<file path="src/rtl/level_pkg.sv">
// Shared types for level_ctrl: FSM states and the saved {level, pc} frame.
// The frame layout follows NUM_LEVELS / PC_WIDTH; keep level_ctrl parameters in step with them.
package level_pkg;
  localparam int unsigned NUM_LEVELS = 8;
  localparam int unsigned PC_WIDTH   = 32;
  localparam int unsigned LEVEL_W    = $clog2(NUM_LEVELS);

  typedef enum logic [1:0] {
    IDLE   = 2'd0,
    ENTER  = 2'd1,
    RETURN = 2'd2
  } state_e;

  typedef struct packed {
    logic [LEVEL_W-1:0]  level;
    logic [PC_WIDTH-1:0] pc;
  } frame_t;
endpackage

</file>
<file path="src/rtl/lifo_stack.sv">
// Frame LIFO holding preempted {level, pc}. Reset clears only the pointer;
// storage contents are left as-is since an empty stack never exposes them.
module lifo_stack import level_pkg::*; #(
  parameter  int unsigned Depth    = NUM_LEVELS - 1,
  localparam int unsigned PtrWidth = $clog2(NUM_LEVELS)
) (
  input  logic                clk,
  input  logic                reset,
  input  logic                push,
  input  logic                pop,
  input  frame_t              din,
  output frame_t              top,
  output logic [PtrWidth-1:0] depth,
  output logic                full,
  output logic                empty
);

  frame_t              mem_q [NUM_LEVELS];
  logic [PtrWidth-1:0] ptr_q, ptr_d;

  assign full  = (ptr_q == PtrWidth'(Depth));
  assign empty = (ptr_q == '0);
  assign depth = ptr_q;
  assign top   = mem_q[ptr_q - PtrWidth'(1)];

  always_comb begin
    ptr_d = ptr_q;
    if (push && !full) begin
      ptr_d = ptr_q + PtrWidth'(1);
    end else if (pop && !empty) begin
      ptr_d = ptr_q - PtrWidth'(1);
    end
  end

  always_ff @(posedge clk) begin
    if (!reset) begin
      ptr_q <= '0;
    end else begin
      ptr_q <= ptr_d;
    end
  end

  always_ff @(posedge clk) begin
    if (push && !full) begin
      mem_q[ptr_q] <= din;
    end
  end

endmodule

</file>
<file path="src/rtl/level_ctrl.sv">
// Interrupt priority-level controller: drives the register-file bank level, saves/restores
// frames on a LIFO and issues a PC redirect with a one-cycle stall. Option: TAIL_CHAIN_EN.
module level_ctrl import level_pkg::*; #(
  parameter  int unsigned NumLevels  = NUM_LEVELS,
  parameter  int unsigned PcWidth    = PC_WIDTH,
  localparam int unsigned LevelWidth = $clog2(NumLevels),
  localparam int unsigned DepthWidth = $clog2(NumLevels)
) (
  input  logic                  clk,
  input  logic                  reset,
  input  logic                  irq_valid,
  input  logic [LevelWidth-1:0] irq_prio,
  input  logic [PcWidth-1:0]    irq_vector,
  output logic                  irq_ready,
  input  logic                  ret_en,
  input  logic [PcWidth-1:0]    pc_in,
  output logic [LevelWidth-1:0] level,
  output logic                  pc_load,
  output logic [PcWidth-1:0]    pc_out,
  output logic                  stall,
  output logic [DepthWidth-1:0] depth,
  output logic                  err
);

  state_e                state_q, state_d;
  logic [LevelWidth-1:0] level_q, level_d;
  logic [PcWidth-1:0]    pc_out_q, pc_out_d;
  logic                  pc_load_q, pc_load_d;
  logic                  err_q, err_d;

  frame_t                top_frame, push_frame;
  logic [DepthWidth-1:0] depth_w;
  logic                  lifo_full, lifo_empty, push, pop;
  logic                  idle, normal_acc, tail_acc;

  lifo_stack #(.Depth(NumLevels - 1)) u_lifo (
    .clk   (clk),
    .reset (reset),
    .push  (push),
    .pop   (pop),
    .din   (push_frame),
    .top   (top_frame),
    .depth (depth_w),
    .full  (lifo_full),
    .empty (lifo_empty)
  );

  assign idle       = (state_q == IDLE);
  assign normal_acc = idle && irq_valid && (irq_prio > level_q)
                      && (depth_w < DepthWidth'(NumLevels - 1));
`ifdef TAIL_CHAIN_EN
  // Tail-chain compares against the level the return would restore, not the current one.
  assign tail_acc   = idle && irq_valid && ret_en && !lifo_empty
                      && (irq_prio > top_frame.level);
`else
  assign tail_acc   = 1'b0;
`endif
  assign irq_ready  = tail_acc || (normal_acc && !ret_en);

  assign push_frame.level = level_q;
  assign push_frame.pc    = pc_in;

  always_comb begin
    state_d   = IDLE;
    level_d   = level_q;
    pc_out_d  = pc_out_q;
    pc_load_d = 1'b0;
    err_d     = err_q;
    push      = 1'b0;
    pop       = 1'b0;
    if (idle) begin
      if (tail_acc) begin
        level_d   = irq_prio;
        pc_out_d  = irq_vector;
        pc_load_d = 1'b1;
        state_d   = ENTER;
      end else if (ret_en) begin
        if (lifo_empty) begin
          err_d = 1'b1;
        end else begin
          pop       = 1'b1;
          level_d   = top_frame.level;
          pc_out_d  = top_frame.pc;
          pc_load_d = 1'b1;
          state_d   = RETURN;
        end
      end else if (normal_acc) begin
        if (lifo_full) begin
          err_d = 1'b1;
        end else begin
          push      = 1'b1;
          level_d   = irq_prio;
          pc_out_d  = irq_vector;
          pc_load_d = 1'b1;
          state_d   = ENTER;
        end
      end
    end
  end

  always_ff @(posedge clk) begin
    if (!reset) begin
      state_q   <= IDLE;
      level_q   <= '0;
      pc_out_q  <= '0;
      pc_load_q <= 1'b0;
      err_q     <= 1'b0;
    end else begin
      state_q   <= state_d;
      level_q   <= level_d;
      pc_out_q  <= pc_out_d;
      pc_load_q <= pc_load_d;
      err_q     <= err_d;
    end
  end

  assign level   = level_q;
  assign pc_out  = pc_out_q;
  assign pc_load = pc_load_q;
  assign stall   = (state_q != IDLE);
  assign depth   = depth_w;
  assign err     = err_q;

endmodule

</file>
<file path="config.mk">
export PLATFORM = sky130hd
export DESIGN_NAME = level_ctrl
export DESIGN_NICKNAME = d
export VERILOG_FILES = /design/src/rtl/level_pkg.sv /design/src/rtl/lifo_stack.sv /design/src/rtl/level_ctrl.sv
export SDC_FILE = /design/constraint.sdc
export NUM_CORES = 1
export LEC_CHECK = 0
export ABC_AREA = 1
export CAP_MARGIN = 20
export CORE_MARGIN = 5
export CORE_UTILIZATION = 65
export DETAILED_ROUTE_END_ITERATION = 7
export DONT_BUFFER_PORTS = 1
export HOLD_SLACK_MARGIN = 0.06
export PLACE_DENSITY = 0.86
export SKIP_CTS_REPAIR_TIMING = 1
export SYNTH_ARGS = -nofsm -noshare
export SYNTH_HDL_FRONTEND = slang
export SYNTH_HIERARCHICAL = 1
export SYNTH_SLANG_ARGS = --single-unit
</file>
<file path="constraint.sdc">
create_clock -name clk -period 8.5 [get_ports clk]
set_input_delay 0.85 -clock clk [delete_from_list [all_inputs] [get_ports clk]]
set_output_delay 0.85 -clock clk [all_outputs]
set_load 0.01 [all_outputs]
</file>
==> metrics list <==
- Inserted Clock Buffers: 30
- The share of total power dissipated in sequential elements is 0.465.
* Top Usage Layer GRT: met2
- Psw: 1.16 mW
- Of the cells placed in the final design, the portion with a size suffix greater than 1 is 0.0543.
- Average routed wire per standard cell: 18.6 um
- Worst-case clock skew: 0.00900 ns
- The HPWL after detailed placement is 16700 um.
- Synth top cells by count: sky130_fd_sc_hd__nor2_1 (371), sky130_fd_sc_hd__nand2_1 (368), sky130_fd_sc_hd__edfxtp_1 (280)
- Sink Count: 322
- On the final layout, the worst hold slack is 0.395 ns.
* Area of all placed cells without fillers: 14700 um2
- The worst setup path is launched from a flip-flop.
* R2r startpoint: level[2]
- The via count of the first global-routing pass is 8971.
* Final setup viols: 0
* Proportion of synthesized chip area in sequential cells: 0.682
- TritonCTS built the clock tree.
- List of cells traversed by the critical path: inv_1 -> ha_1 -> nand2_1 -> nor2_1 -> nor2_1 -> nand3_1 -> nor2_1 -> nand2_1 -> inv_1 -> nand2_1 -> inv_1 -> nand2_1 -> nor2_4
* Routability congestion estimate: 0.852
* Filler cell count in the final layout: 1215
- In the routed design, unresolved DRC markers number 0.
* Max frequency: 268 MHz
- In this run, the number of DRC markers left after iteration 0 of detailed routing was 1207.
* CTS HTree Levels: 1
- Entering global routing, the biggest net connects 99 pins.
* Mean instance size in the synthesized netlist: 10.0 um2
- By instance count, the cell type seen most on the critical path is sky130_fd_sc_hd__nand2_1.
* Total of max-cap violations: 0
- Shortest clock period the worst path allows after layout: 3.74 ns
- Worst EP required: 8.66 ns
- Post-DP Area: 13600 um2
- Count of flip-flops with a built-in enable after synthesis: 280
- Of the total power, the share spent switching nets is 0.292.
- In this design, the largest share of critical-path delay is due to simple AND/OR/NAND/NOR gates.
- Summed over all cells, the static leakage comes to 5.81 nW.
- After layout, the worst setup slack is 4.76 ns.
- Die Wd: 154 um
- Sorting the synthesized cells by area gives the leading types as sky130_fd_sc_hd__edfxtp_1 (62%), sky130_fd_sc_hd__nor2_1 (10%), sky130_fd_sc_hd__nand2_1 (10%).
- The number of antenna violations at the first check in global routing was 0.
- Setup TNS: 0 ns
* Clock Tree Buf Depth: 3
- Length in cells of the worst reg-to-reg path: 13
- In this run the tightest slew margin relative to its limit is 0.248.
- Count of buffer and inverter cells on the critical path: 3
- RSZ-0062 raised after global routing: false
- Synthesis-stage register bit count: 322
- In this run the remaining antenna-violating nets after routing total 0.
- Startpoint of the most critical setup path: level[2]
* Area of the die: 23800 um2
- Power per cell area: 270 nW/um2
* Site Rows: 52
- Met2 capacity usage during global routing: 0.397
* Die Height: 154 um
- Post-Synthesis Cell Area: 13600 um2
* Worst slack, placed: 4.62 ns
* Clock root buffer: sky130_fd_sc_hd__clkbuf_16
* Area of the core: 20400 um2
- The biggest area contributor in the post-synthesis netlist is sky130_fd_sc_hd__edfxtp_1.
- The largest single stage delay on the critical path is 0.95 ns.
* Number of warnings issued by yosys: 6
- Clock-pin slew was measured on the worst setup and hold paths at 0.07 ns.
- Share of the clock period used by the worst path after layout: 0.439
- Number of input and output port buffers inserted: 0
- The initial utilization of the core area, before any placement, comes to 0.666.
- Setup slack on the worst reg-to-reg path comes out at 4.76 ns.
- Synthesis produced a netlist with a net count of 1430.
* Routing usage on met1: 0.336
- The worst hold path passes through 0 cells.
* Hold WC Path Type: input port to flip-flop
- Signal arrival time at the worst endpoint: 3.89 ns
* Endpoints failing hold: 0
* Worst Tran Pin Value: 1.13 ns
* Clock network power share: 0.340
* Post-detailed-routing wire length: 30000 um
- Power share of the combinational group: 0.195
- Counting buffers and inverters, the worst setup path is 13 cells deep.
* Worst skew pair latency: 0.55 ns
* Count of boundary I/O pins: 113
* Yosys cell types: 22
- The first global-routing pass estimated 46500 um of wire.
* Layout overhead on the synthesized area: 8.62%
* Largest fanout on the critical path: 35
* Average via count per standard cell: 5.81
* Mapped Cells: 1352
- Type of the setup path with the least slack: flip-flop to flip-flop
- Worst reg2reg endpoint: u_lifo/mem_q[1][19]
* Diode count: 0
* Post-layout nets: 1403
- For met3 alone, demand over resource in global routing was 0.0514.
* Number of iterations in the first detailed-routing pass: 6
- The run finished with clean final reports.
- Slowest cell on the critical path: sky130_fd_sc_hd__nor2_4
- Most used standard cell by instance count after synthesis: sky130_fd_sc_hd__nor2_1
* Share of flip-flops with an asynchronous set or reset: 0
* Final slew viol count: 0
* Category of the worst setup path capture point: flip-flop
- Following the worst setup path forward leads to its endpoint at u_lifo/mem_q[1][19].
* Internal power: 2.82 mW
* Final Power: 3.98 mW
- Count of vias placed by the detailed router: 9376
* IR drop worst, VDD: 143 uV
* Most used DFF post-synth: sky130_fd_sc_hd__edfxtp_1
* Proportion of netlist area held by the largest area contributor: 0.620
* Total gr overflow: 0
- GR Util All Layers: 0.243
-- cell type report --
class	instances	area, um2	area share
multi-input cells	905	3740	0.254
clock inverters	17	205	0.0139
clock buffers	35	791	0.0537
inverters	55	209	0.0142
repair buffers	11	193	0.0131
well taps	270	338	0.0229
flip-flops and latches	322	9250	0.628
-- layout by cell type (no fill, tap or decap), types with 7 or more instances in the layout --
cell type,instances
sky130_fd_sc_hd__nand2_1,368
sky130_fd_sc_hd__nor2_1,363
sky130_fd_sc_hd__edfxtp_1,280
sky130_fd_sc_hd__o21ai_1,89
sky130_fd_sc_hd__o21ai_0,53
sky130_fd_sc_hd__inv_1,50
sky130_fd_sc_hd__dfxtp_1,41
sky130_fd_sc_hd__clkbuf_16,31
sky130_fd_sc_hd__nor2_4,8
sky130_fd_sc_hd__clkinv_1,7
-- cells by family after synthesis --
kind of cell             count (synthesis)  synth area share
AND/OR/NAND/NOR                        751             0.210
adder cells (fa/ha/maj)                  7           0.00646
buffers and inverters                  125            0.0467
flip-flops                             322             0.682
AO/OA/AOI/OAI                          147            0.0547
-- sequential cells by signal, summed over array words and instances (netlist names) --
register      cells
u_lifo/depth      3
pc_load           1
pc_out           32
level             3
u_lifo/mem_q    280
state_q           2
err               1
-- per-layer routing --
| layer | vias up | part of all wire | wire length (um) |
|---|---|---|---|
| li1 | 4358 | - | - |
| met1 | 4396 | 0.39 | 11700 |
| met2 | 562 | 0.48 | 14400 |
| met3 | 60 | 0.11 | 3320 |
| met4 | 0 | 0.020 | 614 |
| met5 | - | 0 | 0 |
-- power groups by stage --
stage / Clock, mW / Sequential, mW / Combinational (mW)
finish: 1.35 / 1.85 / 0.777
global route: 1.44 / 1.86 / 0.870
CTS: 1.36 / 1.85 / 0.755
detailed placement: 0 / 1.88 / 0.739
global placement: 0 / 1.88 / 0.713
floorplan: 0 / 1.86 / 0.600
-- how the worst min path moves through the flow --
stage                from                  to  slack (ns)
6_report         pc_in[6]  u_lifo/mem_q[1][6]        0.39
5_1_grt          pc_in[6]  u_lifo/mem_q[2][6]        0.38
4_1_cts          pc_in[6]  u_lifo/mem_q[2][6]        0.38
3_5_place_dp   pc_out[21]          pc_out[21]        0.55
3_3_place_gp          err                 err        0.53
2_1_floorplan         err                 err        0.50
-- stage by stage --
step	cells	utilization
after global routing	1615	0.723
after global placement	1556	0.666
after CTS	1611	0.719
after floorplan	1352	-
after detailed placement	1559	0.670
final	1615	0.723
-- worst reg2reg max path, delay by kind of cell (launching register included) --
| family | cells | cell delay, ns |
|---|---|---|
| DFF | 1 | 0.59 |
| and+or+nand+nor | 9 | 2.07 |
| buffers and inverters | 3 | 0.32 |
| adders and majority gates | 1 | 0.33 |
Power figures use the tool's default switching activity.
